[config.mk]
export PLATFORM = sky130hd
export DESIGN_NAME = stage_sequencer
export DESIGN_NICKNAME = d
export VERILOG_FILES = /design/src/rtl/simplerisc_seq_pkg.sv /design/src/rtl/stage_sequencer_ex_latency_counter.sv /design/src/rtl/stage_sequencer.sv
export SDC_FILE = /design/constraint.sdc
export NUM_CORES = 1
export LEC_CHECK = 0
export ABC_AREA = 1
export BUFFER_PORTS_ARGS = -buffer_cell sky130_fd_sc_hd__clkbuf_2
export CAP_MARGIN = 5
export CORE_AREA = 2 2 42 44
export CTS_BUF_LIST = sky130_fd_sc_hd__clkbuf_4 sky130_fd_sc_hd__clkbuf_8
export DETAILED_ROUTE_END_ITERATION = 12
export DIE_AREA = 0 0 44 46
export PLACE_DENSITY = 0.76
export SYNTH_ARGS = -nofsm -noshare
export SYNTH_HDL_FRONTEND = slang
export SYNTH_SLANG_ARGS = --single-unit
[constraint.sdc]
create_clock -name clk -period 1.9 [get_ports clk]
set_clock_uncertainty 0.1 [all_clocks]
set_input_delay 0.19 -clock clk [delete_from_list [all_inputs] [get_ports clk]]
set_output_delay 0.19 -clock clk [all_outputs]
set_load 0.05 [all_outputs]
[src/rtl/simplerisc_seq_pkg.sv]
// Shared types and constants for the multi-cycle stage sequencer.
// State encodings are fixed because the raw state is exported for debug.
package simplerisc_seq_pkg;

    typedef enum logic [2:0] {
        ST_IDLE = 3'd0,
        ST_IF   = 3'd1,
        ST_OF   = 3'd2,
        ST_EX   = 3'd3,
        ST_MA   = 3'd4,
        ST_WB   = 3'd5,
        ST_HALT = 3'd6
    } seq_state_e;

    localparam logic [4:0] OPC_HALT = 5'b11111;
    localparam int         EX_CNT_W = 4;

    // EX residency for the decoded instruction class; mul wins if both are set.
    function automatic logic [EX_CNT_W-1:0] ex_latency(input logic is_mul,
                                                       input logic is_div_or_mod,
                                                       input int   mul_lat,
                                                       input int   div_lat);
        if (is_mul) begin
            return EX_CNT_W'(mul_lat);
        end else if (is_div_or_mod) begin
            return EX_CNT_W'(div_lat);
        end
        return EX_CNT_W'(1);
    endfunction

endpackage

[src/rtl/stage_sequencer_ex_latency_counter.sv]
// Down-counter that sets how many cycles the sequencer stays in EX.
// Loaded on entry to EX; last_o marks the final EX cycle.
module ex_latency_counter
    import simplerisc_seq_pkg::*;
(
    input  logic                clk,
    input  logic                reset,
    input  logic                load_i,
    input  logic [EX_CNT_W-1:0] load_val_i,
    input  logic                dec_i,
    output logic                last_o
);

    logic [EX_CNT_W-1:0] cnt_q;
    logic [EX_CNT_W-1:0] cnt_d;

    always_comb begin
        cnt_d = cnt_q;
        if (load_i) begin
            cnt_d = load_val_i;
        end else if (dec_i && (cnt_q != '0)) begin
            cnt_d = cnt_q - 1'b1;
        end
    end

    always_ff @(posedge clk or negedge reset) begin
        if (!reset) begin
            cnt_q <= '0;
        end else begin
            cnt_q <= cnt_d;
        end
    end

    // A zero count is treated as final so EX can never lock up.
    assign last_o = (cnt_q <= EX_CNT_W'(1));

endmodule

[src/rtl/stage_sequencer.sv]
// IF/OF/EX/MA/WB sequencer for a non-pipelined core, with HALT as a sink state.
// Optional perf counters (instr_cnt, cycle_cnt) exist only with STAGE_SEQ_PERF_CNT_EN.
module stage_sequencer
    import simplerisc_seq_pkg::*;
#(
    parameter int MUL_LAT = 2,
    parameter int DIV_LAT = 8
) (
    input  logic        clk,
    input  logic        reset,
    input  logic        run,
    input  logic [4:0]  opcode,
    input  logic        isLd,
    input  logic        isSt,
    input  logic        isMul,
    input  logic        isDiv,
    input  logic        isMod,
    input  logic        mem_ready,
    output logic        if_en,
    output logic        of_en,
    output logic        ex_en,
    output logic        ma_en,
    output logic        wb_en,
    output logic        pc_we,
    output logic        busy,
    output logic        halted,
    output logic [2:0]  state
`ifdef STAGE_SEQ_PERF_CNT_EN
    ,
    output logic [31:0] instr_cnt,
    output logic [31:0] cycle_cnt
`endif
);

    seq_state_e          state_q;
    seq_state_e          state_d;
    logic                ex_load;
    logic                ex_dec;
    logic                ex_last;
    logic [EX_CNT_W-1:0] ex_lat;

    assign ex_lat = ex_latency(isMul, isDiv | isMod, MUL_LAT, DIV_LAT);

    always_comb begin
        state_d = state_q;
        ex_load = 1'b0;
        case (state_q)
            ST_IDLE: if (run) state_d = ST_IF;
            ST_IF:   state_d = ST_OF;
            ST_OF: begin
                if (opcode == OPC_HALT) begin
                    state_d = ST_HALT;
                end else begin
                    state_d = ST_EX;
                    ex_load = 1'b1;
                end
            end
            // isLd/isSt only matter on the last EX cycle.
            ST_EX:   if (ex_last) state_d = (isLd || isSt) ? ST_MA : ST_WB;
            ST_MA:   if (mem_ready) state_d = ST_WB;
            ST_WB:   state_d = run ? ST_IF : ST_IDLE;
            ST_HALT: state_d = ST_HALT;
            default: state_d = ST_IDLE;
        endcase
    end

    always_ff @(posedge clk or negedge reset) begin
        if (!reset) begin
            state_q <= ST_IDLE;
        end else begin
            state_q <= state_d;
        end
    end

    assign ex_dec = (state_q == ST_EX) && !ex_last;

    ex_latency_counter u_ex_cnt (
        .clk        (clk),
        .reset      (reset),
        .load_i     (ex_load),
        .load_val_i (ex_lat),
        .dec_i      (ex_dec),
        .last_o     (ex_last)
    );

    assign if_en  = (state_q == ST_IF);
    assign of_en  = (state_q == ST_OF);
    assign ex_en  = (state_q == ST_EX);
    assign ma_en  = (state_q == ST_MA);
    assign wb_en  = (state_q == ST_WB);
    assign pc_we  = (state_q == ST_WB);
    assign halted = (state_q == ST_HALT);
    assign busy   = (state_q != ST_IDLE) && (state_q != ST_HALT);
    assign state  = state_q;

`ifdef STAGE_SEQ_PERF_CNT_EN
    logic [31:0] instr_cnt_q;
    logic [31:0] cycle_cnt_q;

    always_ff @(posedge clk or negedge reset) begin
        if (!reset) begin
            instr_cnt_q <= '0;
            cycle_cnt_q <= '0;
        end else begin
            if (pc_we) instr_cnt_q <= instr_cnt_q + 32'd1;
            if (busy)  cycle_cnt_q <= cycle_cnt_q + 32'd1;
        end
    end

    assign instr_cnt = instr_cnt_q;
    assign cycle_cnt = cycle_cnt_q;
`endif

endmodule
==> results.md, run 1 <==
* Status: finished, final reports clean
* TritonCTS clock tree: yes
* Number of flops mapped to enable cells by yosys at 0
* Drt wl/cell at 10.1 um
* 1st-iter DRT viols at 14
* Final hold vios at 0
* Cell Area, Synth at 602 sq um
* FF-to-FF path depth at 8
* Post-synth ARST share at 100%
* Pre-CTS setup slack at 394 ps
* Inserted Clock Buffers at 3
* P_leak at 0.471 nW
* Clk sink count at 7
* Core Util, Final at 50.0%
* Yosys warning total at 0
* Clock slew at reported path FFs at 60 ps
* ANT nets after route at 0
* Area Growth Syn to Fin at 34.1%
* DR vias at 635
* Io pins at 25
* CP startpoint kind: flip-flop
* Core Box Area at 1610 sq um
* Initial Utilization at 37.3%
* # DRC at 0
* Most common cell in the synthesized netlist: nand2_1
* Initial antenna violation count at 0
* # H-tree levels at 1
* Routed wl met2 at 721 um
* # diodes at 0
* Die height at 46 um
* Required time worst endpoint at 1610 ps
* Final worst-path cycle share at 93.4%
* Syn Nets at 109
* Ys flop type: dfrtp_1
* Final nets at 138
* Post-Layout Inst Area at 807 sq um
* Post-layout min period at 1770 ps
* Post-synth top area cell: dfrtp_1
* Total wire length at 1380 um
* Synth Instances at 92
* Setup Total Neg Slack at 0 ps
* Dpl hpwl at 1130 um
* Die width at 44 um
* Hold WC Path Type: input pin to flip-flop
* Pwr dens at 2010 nW/um^2
* Clock Tree Buf Depth at 2
* Setup slack after layout at 125 ps
* Clk Tree Root Cell: clkbuf_4
* Vias in the first global route at 527
* Critical Path AT at 1480 ps
* Total GRT Usage at 14.3%
* Crit end category: output pin
* Synth Register Bits at 7
* Max-slew headroom at 78.8%
* Final Max Slew Viols at 0
* Worst-Skew Late Latency at 240 ps
* Placed instance area at 764 sq um
* Register area share after synthesis at 29.1%
* Setup violations, final at 0
* Tightest Pin Transition at 318 ps
* Count of cell types in the netlist at 20
* Input/output buffers at 24
* Drt first pass iters at 4
* Top cell type's share of synthesized area at 29.1%
* Standard-cell row count at 15
* Metal3 WL at 63 um
* Largest net degree at the start of global routing at 9
* Via-per-instance ratio at 4.64
* Hold Crit Depth at 4
* Hold slack at 114 ps
* Setup CP Type: flip-flop to output pin
* Largest fanout on the critical path at 5
* Peak supply drop at 0.912 mV
* Fmax at 563 MHz
* Synth cell count leaders: nand2_1, inv_1, nor2_1
* Grt ovf at 0
* M1 wire length at 598 um
* Top cells by area, synth: dfrtp_1, nand2_1, inv_1
* Unrepaired setup endpoints after global routing: false
* Syn avg cell area at 6.54 sq um
* Share of cells above drive strength 1 at 36.7%
* DR top layer: met3
* Placer's final routability congestion estimate at 0.740
* Max_cap viols at 0
* First-pass GRT wire length at 2160 um
* Die area at 2020 sq um
[repair_timing]
| item | 4_1_cts | 5_1_grt |
|---|---|---|
| hold buffers | 1 | 0 |
| gates resized for setup | 0 | 1 |
| endpoints found under the setup margin | 0 | 1 |
| buffers inserted | 0 | 0 |
| hold endpoints to repair | 7 | 0 |
[metrics by stage]
stage / instances / total power, mW
final: 137 / 1.62
after detailed placement: 132 / 1.46
after global placement: 132 / 1.43
after CTS: 137 / 1.62
after floorplan: 92 / 1.24
after global routing: 137 / 1.75
[critical path, stage by stage, from the launching register on]
cell      delay [ps]
dfrtp_1          430
inv_1            200
nand2_2          130
nor2_4           170
clkbuf_2         300
[kinds of logic (layout without fill, tap and decap cells)]
family / Yosys count / count (layout) / share of synthesized area [%]
adder cells (fa/ha/maj): 3 / 3 / 6.24
AND/OR/NAND/NOR: 62 / 62 / 50.1
XOR/XNOR: 1 / 1 / 1.46
AO/OA/AOI/OAI: 3 / 3 / 2.49
flip-flops: 7 / 7 / 29.1
buffers and inverters: 16 / 44 / 10.6
[cell usage in the layout (no fill, tap or decap)]
cell | Yosys | final
ha_1 | 3 | 3
inv_2 | 2 | 2
nor2_2 | 1 | 2
nand2_2 | 2 | 2
clkbuf_2 | 0 | 24
and2_4 | 1 | 1
dfrtp_2 | 0 | 1
nand3_2 | 1 | 1
nor2_1 | 9 | 7
nand3_1 | 7 | 7
nor3_2 | 0 | 1
dfrtp_1 | 7 | 6
nand4_1 | 2 | 2
dlygate4sd3_1 | 0 | 1
nand3b_1 | 3 | 3
nand2_1 | 31 | 31
o21ai_0 | 1 | 1
xor2_1 | 1 | 1
inv_1 | 13 | 13
a21oi_2 | 0 | 1
clkbuf_4 | 0 | 4
nand2_4 | 1 | 1
nor3_4 | 0 | 1
nor2_4 | 2 | 3
a21oi_1 | 2 | 1
[layer usage]
layer	up-vias	track usage (%)
li1	342	-
met1	274	19.1
met2	19	24.7
met3	0	1.19
met4	0	3.64
met5	-	0
[power by group]
| group | internal, mW | leakage (nW) | switching, mW |
|---|---|---|---|
| sequential | 0.225 | 0.0859 | 0.110 |
| combinational | 0.321 | 0.367 | 0.812 |
| clock | 0.0945 | 0.0184 | 0.0565 |
| total | 0.641 | 0.471 | 0.978 |
[flip-flops by register name (all words and copies together), names as in the netlist]
name            flops
state               3
u_ex_cnt.cnt_q      4
[worst paths after layout]
kind	from	slack, ps	end
max	state[0]$_DFFE_PN0P_	130	of_en
min	isDiv	110	u_ex_cnt.cnt_q[0]$_DFFE_PN0P_
max reg2reg	state[0]$_DFFE_PN0P_	370	u_ex_cnt.cnt_q[1]$_DFFE_PN0P_
min reg2reg	u_ex_cnt.cnt_q[1]$_DFFE_PN0P_	420	u_ex_cnt.cnt_q[1]$_DFFE_PN0P_
max in group asynchronous	reset	1310	state[2]$_DFFE_PN0P_
min in group asynchronous	reset	210	state[2]$_DFFE_PN0P_
[final cells by class]
cell class | instances | area, sq um
fill | 151 | 807
inverter | 15 | 56.3
sequential | 7 | 176
clock buffer | 4 | 30.0
timing repair buffer | 25 | 130
multi-input combinational | 69 | 393
tap | 17 | 21.3
Power figures use the tool's default switching activity.
==> run 2: changes to the inputs <==
Settings changed: CAP_MARGIN 5 to default, CELL_PAD_IN_SITES_DETAIL_PLACEMENT from default to 0, CELL_PAD_IN_SITES_GLOBAL_PLACEMENT from default to 2, CORE_AREA 2 2 42 44 to 2 2 54 56, DIE_AREA 0 0 44 46 to 0 0 56 58, PLACE_DENSITY 0.76 to 0.85.
==> results.md, run 2 (synthesis gave the netlist of run 1 again) <==
* Core Util, Final at 30.9% (-19 points)
* DR vias at 621 (-2.2%)
* Setup violations, final at 0 (unchanged)
* M1 wire length at 646 um (+8.0%)
* Io pins at 25 (unchanged)
* R2R Path End: u_ex_cnt.cnt_q[2]$_DFFE_PN0P_
* Input/output buffers at 24 (unchanged)
* Routed wl met2 at 606 um (-16%)
* HP Start: isDiv
* 1st-iter DRT viols at 10 (-4)
* Largest fanout on the critical path at 7 (+2)
* First-pass GRT wire length at 2240 um (+3.5%)
* FF-to-FF Start: state[0]$_DFFE_PN0P_
* Max_cap viols at 0 (unchanged)
* Pwr dens at 1930 nW/um^2 (-3.7%)
* Clock Tree Buf Depth at 2 (unchanged)
* Hold WC Path Type: input pin to flip-flop
* Post-CTS Repair Setup Buffers at 0 (unchanged)
* Metal3 WL at 51 um (-19%)
* Max-slew headroom at 80.4% (+1.6 points)
* Tightest Pin Transition at 294 ps (-24.4 ps)
* Drt first pass iters at 4 (unchanged)
* Internal reg-to-reg setup slack at 420 ps (+50 ps)
* Critical Path AT at 1460 ps (-20 ps)
* Unrepaired setup endpoints after global routing: false
* TritonCTS clock tree: yes
* Total wire length at 1320 um (-4.8%)
* FF-to-FF path depth at 8 (unchanged)
* Initial Utilization at 22.6% (-15 points)
* # H-tree levels at 1 (unchanged)
* Final Max Slew Viols at 0 (unchanged)
* Final nets at 138 (unchanged)
* Die area at 3250 sq um (+60%)
* Setup CP Type: flip-flop to output pin
* Die height at 58 um (+26%)
* ANT nets after route at 0 (unchanged)
* Share of cells above drive strength 1 at 35.8% (-0.83 points)
* Max reg flops at 4 (unchanged)
* Worst-Skew Late Latency at 240 ps (about the same)
* Hold Crit Depth at 4 (unchanged)
* Dpl hpwl at 1150 um (+1.1%)
* Crit end category: output pin
* Via-per-instance ratio at 4.11 (-11%)
* Fmax at 571 MHz (+1.4%)
* Origin of the worst setup path: state[1]$_DFFE_PN0P_
* Die width at 56 um (+27%)
* Clock slew at reported path FFs at 50 ps (about the same)
* Largest net degree at the start of global routing at 9 (unchanged)
* Clk sink count at 7 (unchanged)
* Final worst-path cycle share at 92.1% (-1.3 points)
* Total GRT Usage at 8.55% (-5.7 points)
* Placer's final routability congestion estimate at 0.782 (+5.7%)
* Clk Tree Root Cell: clkbuf_4
* Final hold vios at 0 (unchanged)
* Initial antenna violation count at 0 (unchanged)
* Most frequent cells in the layout: nand2_1, clkbuf_2, inv_1
* Worst-case hold path end point: u_ex_cnt.cnt_q[0]$_DFFE_PN0P_
* Status: finished, final reports clean
* Peak supply drop at 0.804 mV (-12%)
* CP startpoint kind: flip-flop
* Drt wl/cell at 8.72 um (-14%)
* Most common cell after layout, fill and taps aside: nand2_1
* Inserted Clock Buffers at 3 (unchanged)
* # diodes at 0 (unchanged)
* Vias in the first global route at 543 (+3.0%)
* Largest reg by FF count: u_ex_cnt.cnt_q
* Grt ovf at 0 (unchanged)
* Post-layout min period at 1750 ps (-24.6 ps)
* Required time worst endpoint at 1610 ps (about the same)
* # DRC at 0 (unchanged)
* Setup Total Neg Slack at 0 ps (unchanged)
* Core Box Area at 2660 sq um (+65%)
* Standard-cell row count at 19 (+4)
* P_leak at 0.471 nW (about the same)
* DR top layer: met4
* Area Growth Syn to Fin at 36.6%
run 2: cell counts in the layout (fill, tap and decap cells not counted):
No cell type changed its count.
run 2: area by class of cell:
type / instances / area [sq um]
Fill cell: 315 / 1840
Sequential cell: 7 / 176
Clock buffer: 4 / 30.0
Tap cell: 31 / 38.8
Inverter: 15 / 56.3
Multi-Input combinational cell: 69 / 390
Timing Repair Buffer: 25 / 130
run 2: what timing repair did:
item                                   in CTS  in global routing
hold buffers                                1                  0
endpoints found under the hold margin       7                  0
setup endpoints to repair                   0                  0
gates resized for setup                     0                  0
run 2: metal layers:
metal | vias up | GRT usage (%)
met4 | 0 | 4.08
met1 | 267 | 11.8
met3 | 2 | 1.34
li1 | 340 | -
met5 | - | 0
met2 | 12 | 13.1
run 2: worst max-delay path by stage:
| stage | endpoint | slack, ps | cells past startpoint |
|---|---|---|---|
| 2_1_floorplan | ma_en | -60 | 3 |
| 3_3_place_gp | state[0]$_DFFE_PN0P_ | 420 | 9 |
| 3_5_place_dp | u_ex_cnt.cnt_q[2]$_DFFE_PN0P_ | 410 | 8 |
| 4_1_cts | of_en | 150 | 4 |
| 5_1_grt | ma_en | 50 | 4 |
| 6_report | ma_en | 150 | 4 |
run 2: power by group:
part	internal (mW)	switching, mW	total, mW
Clock	0.0940	0.0488	0.143
Sequential	0.226	0.104	0.330
Combinational	0.318	0.797	1.12
run 2: critical path, stage by stage (launching register included):
cell	delay, ps
dfrtp_1	470
nor2_1	280
inv_1	100
nor2_1	90
clkbuf_2	280
run 2: stage by stage:
step	power, mW	cells	hold slack [ps]	setup slack (ps)	instance area, sq um
after floorplan	1.24	92	-206	-58.5	631
after global placement	1.47	146	-63.3	422	782
after detailed placement	1.46	146	-62.7	415	782
after CTS	1.61	151	95.1	152	822
after global routing	1.75	151	111	49.4	822
final	1.59	151	98.0	150	822
==> run 3: changes to the inputs <==
Settings changed: ABC_AREA 1 to 0, CORE_AREA 2 2 54 56 to 2 2 51 53, DIE_AREA 0 0 56 58 to 0 0 53 55, PLACE_DENSITY 0.85 to 0.84, TNS_END_PERCENT from default to 50.
==> results.md, run 3 <==
* Status: finished, final reports clean
* Tot Pwr at 1.53 mW (-3.4%)
* Synth Area in Adders at 6.76% (+0.52 points)
* Most common cell after layout, fill and taps aside: clkbuf_2
* Max-slew headroom at 75.2% (-5.2 points)
* Pwr dens at 2030 nW/um^2 (+5.2%)
* Synth Register Bits at 7 (unchanged)
* Standard-cell row count at 18 (-1)
* Unrepaired setup endpoints after global routing: false
* Hold WC Path Type: input pin to flip-flop
* Share of cells above drive strength 1 at 42.4% (+6.6 points)
* Input/output buffers at 24 (unchanged)
* Worst-Skew Late Latency at 260 ps (+20 ps)
* Most common cell in the synthesized netlist: nand2_1
* Cell Area, Synth at 556 sq um (-7.7%)
* Critical Path AT at 1480 ps (+20 ps)
* Setup Total Neg Slack at 0 ps (unchanged)
* Ys flop type: dfrtp_1
* CP top delay family: flip-flops
* Clock slew at reported path FFs at 60 ps (about the same)
* Count of cell types in the netlist at 33 (+65%)
* Syn Nets at 84 (-23%)
* Register area share after synthesis at 31.5% (+2.4 points)
* Largest fanout on the critical path at 16 (+9)
* CTS Hold Bufs at 1 (unchanged)
* Clock share of power at 10.1% (+1.1 points)
* Required time worst endpoint at 1610 ps (about the same)
* Largest reg by FF count: u_ex_cnt.cnt_q
* Total wire length at 1320 um (+0.46%)
* Largest net degree at the start of global routing at 17 (+8)
* Die height at 55 um (-5.2%)
* Clk sink count at 7 (unchanged)
* Die area at 2920 sq um (-10%)
* Most frequent cells in the layout: clkbuf_2, nand2_1, nor2_1
* Final hold vios at 0 (unchanged)
* Vias in the first global route at 521 (-4.1%)
* P_int at 0.652 mW (+2.3%)
* Final worst-path cycle share at 93.1% (+1.0 points)
* Sequential Power Share at 25.7% (+4.9 points)
* Drt first pass iters at 4 (unchanged)
* Initial Utilization at 23.5% (+0.89 points)
* Dpl hpwl at 1050 um (-8.6%)
* Final Max Slew Viols at 0 (unchanged)
* Peak supply drop at 1.00 mV (+25%)
* Simple-gate share of the synthesized area at 26.6% (-24 points)
* DR vias at 575 (-7.4%)
* Fmax at 565 MHz (-1.1%)
* Placer's final routability congestion estimate at 0.750 (-4.1%)
* Crit-path cells: and3b_1 > clkbuf_2
* Post-CTS Repair Setup Buffers at 0 (unchanged)
* CP peak stage delay at 540 ps (+70 ps)
* Post-synth top area cell: dfrtp_1
* Max_cap viols at 0 (unchanged)
* Synth cell count leaders: nand2_1, dfrtp_1, nor2_1
* # H-tree levels at 1 (unchanged)
* Crit end category: output pin
* Setup slack after layout at 130 ps (-19.4 ps)
* Max reg flops at 4 (unchanged)
* Core Box Area at 2360 sq um (-11%)
* Clk Tree Root Cell: clkbuf_4
* Drt wl/cell at 10.8 um (+24%)
* Syn avg cell area at 8.29 sq um (+27%)
* CTS resizes at 0 (unchanged)
* CP startpoint kind: flip-flop
* Area fraction in compound gates after synthesis at 24.3% (+22 points)
* Inserted Clock Buffers at 3 (unchanged)
* P_leak at 0.354 nW (-25%)
* Net Switching at 0.881 mW (-7.3%)
* Top cells by area, synth: dfrtp_1, ha_1, nand2_1
* Setup CP Type: flip-flop to output pin
* Yosys warning total at 0 (unchanged)
* Worst path buffer plus inverter count at 1 (-1)
* # DRC at 0 (unchanged)
* Io pins at 25 (unchanged)
* Comb pwr share at 64.2% (-6.0 points)
* Tightest Pin Transition at 370 ps (+75.7 ps)
* 1st-iter DRT viols at 6 (-4)
* Clock Tree Buf Depth at 2 (unchanged)
* Top cell type's share of synthesized area at 31.5% (+2.4 points)
* Area Growth Syn to Fin at 35.8%
* Post-layout min period at 1770 ps (+19.4 ps)
* Largest family of logic cells by synthesized area: simple AND/OR/NAND/NOR gates
* ANT nets after route at 0 (unchanged)
* TritonCTS clock tree: yes
* Sw Ratio at 57.4% (-2.4 points)
* # diodes at 0 (unchanged)
* Crit-path slowest cell: dfrtp_2
* Final nets at 110 (-20%)
* Grt ovf at 0 (unchanged)
* Die width at 53 um (-5.4%)
* Synth Instances at 67 (-27%)
* Setup violations, final at 0 (unchanged)
* First-pass GRT wire length at 2210 um (-1.2%)
* XOR/XNOR Fraction of Synth Area at 3.15% (+1.7 points)
* Initial antenna violation count at 0 (unchanged)
* Total GRT Usage at 10.7% (+2.1 points)
* Number of flops mapped to enable cells by yosys at 0 (unchanged)
* Via-per-instance ratio at 4.71 (+15%)
* Pre-CTS setup slack at 276 ps (-138 ps)
* Post-synth ARST share at 100% (unchanged)
* Multiplexer share of the synthesized area at 0% (unchanged)
## run 3: cell count changes in the layout (fill, tap and decap cells not counted), moves of 3 or more
| cell | previous run | this run |
|---|---|---|
| nor3_1 | 0 | 3 |
| nand3_1 | 7 | 1 |
| nand2_1 | 31 | 8 |
| inv_1 | 13 | 4 |
| a21oi_1 | 1 | 4 |
| nor2_4 | 3 | 0 |
## run 3: stage by stage
stage	hold WS (ps)	utilization (%)	area [sq um]	cells
final	80.8	31.9	754	122
after global routing	86.9	31.9	754	122
after CTS	73.2	31.9	754	122
after detailed placement	-55.8	30.2	714	117
after global placement	-57.0	30.2	714	117
after floorplan	-206	-	584	67
## run 3: metal layers
layer,GRT usage [%],share of wire (%),vias to the layer above
li1,-,-,290
met1,12.2,44,263
met2,18.3,48,22
met3,4.84,7.8,0
met4,2.56,0,0
met5,0,0,-
## run 3: final timing paths
| check | from | endpoint | slack (ps) | depth (start not counted) |
|---|---|---|---|---|
| max in group asynchronous | reset | state[2]$_DFFE_PN0P_ | 1300 | 2 |
| min in group asynchronous | reset | state[1]$_DFFE_PN0P_ | 200 | 2 |
| hold reg to reg | u_ex_cnt.cnt_q[1]$_DFFE_PN0P_ | u_ex_cnt.cnt_q[1]$_DFFE_PN0P_ | 460 | 2 |
| setup reg to reg | u_ex_cnt.cnt_q[0]$_DFFE_PN0P_ | state[0]$_DFFE_PN0P_ | 260 | 6 |
| setup / recovery | state[0]$_DFFE_PN0P_ | ex_en | 130 | 2 |
| hold / removal | isMul | u_ex_cnt.cnt_q[1]$_DFFE_PN0P_ | 80 | 3 |
## run 3: cell type report
cell class                 instances  area [sq um]
sequential                         7           179
tap                               30          37.5
timing repair buffer              25           130
multi-input combinational         52           363
fill                             260          1610
inverter                           4          15.0
clock buffer                       4          30.0
## run 3: kinds of logic after synthesis
| logic type | count (synthesis) |
|---|---|
| AND/OR/NAND/NOR | 29 |
| AO/OA/AOI/OAI | 18 |
| buffers and inverters | 8 |
| flip-flops | 7 |
| adder cells (fa/ha/maj) | 3 |
| XOR/XNOR | 2 |
## run 3: tightest hold or removal path, delay by kind of cell
kind                   cells  cell delay [ps]
AOI/OAI and AO/OA          1               50
buffers and inverters      1              100
and+or+nand+nor            1               60
## run 3: power by group through the flow
| stage | Combinational (mW) | Clock (mW) | Sequential, mW |
|---|---|---|---|
| final | 0.985 | 0.154 | 0.394 |
| after global routing | 1.07 | 0.175 | 0.418 |
| after detailed placement | 0.992 | 0 | 0.398 |
| after floorplan | 0.783 | 0 | 0.422 |
| after CTS | 0.996 | 0.163 | 0.395 |
| after global placement | 0.978 | 0 | 0.392 |
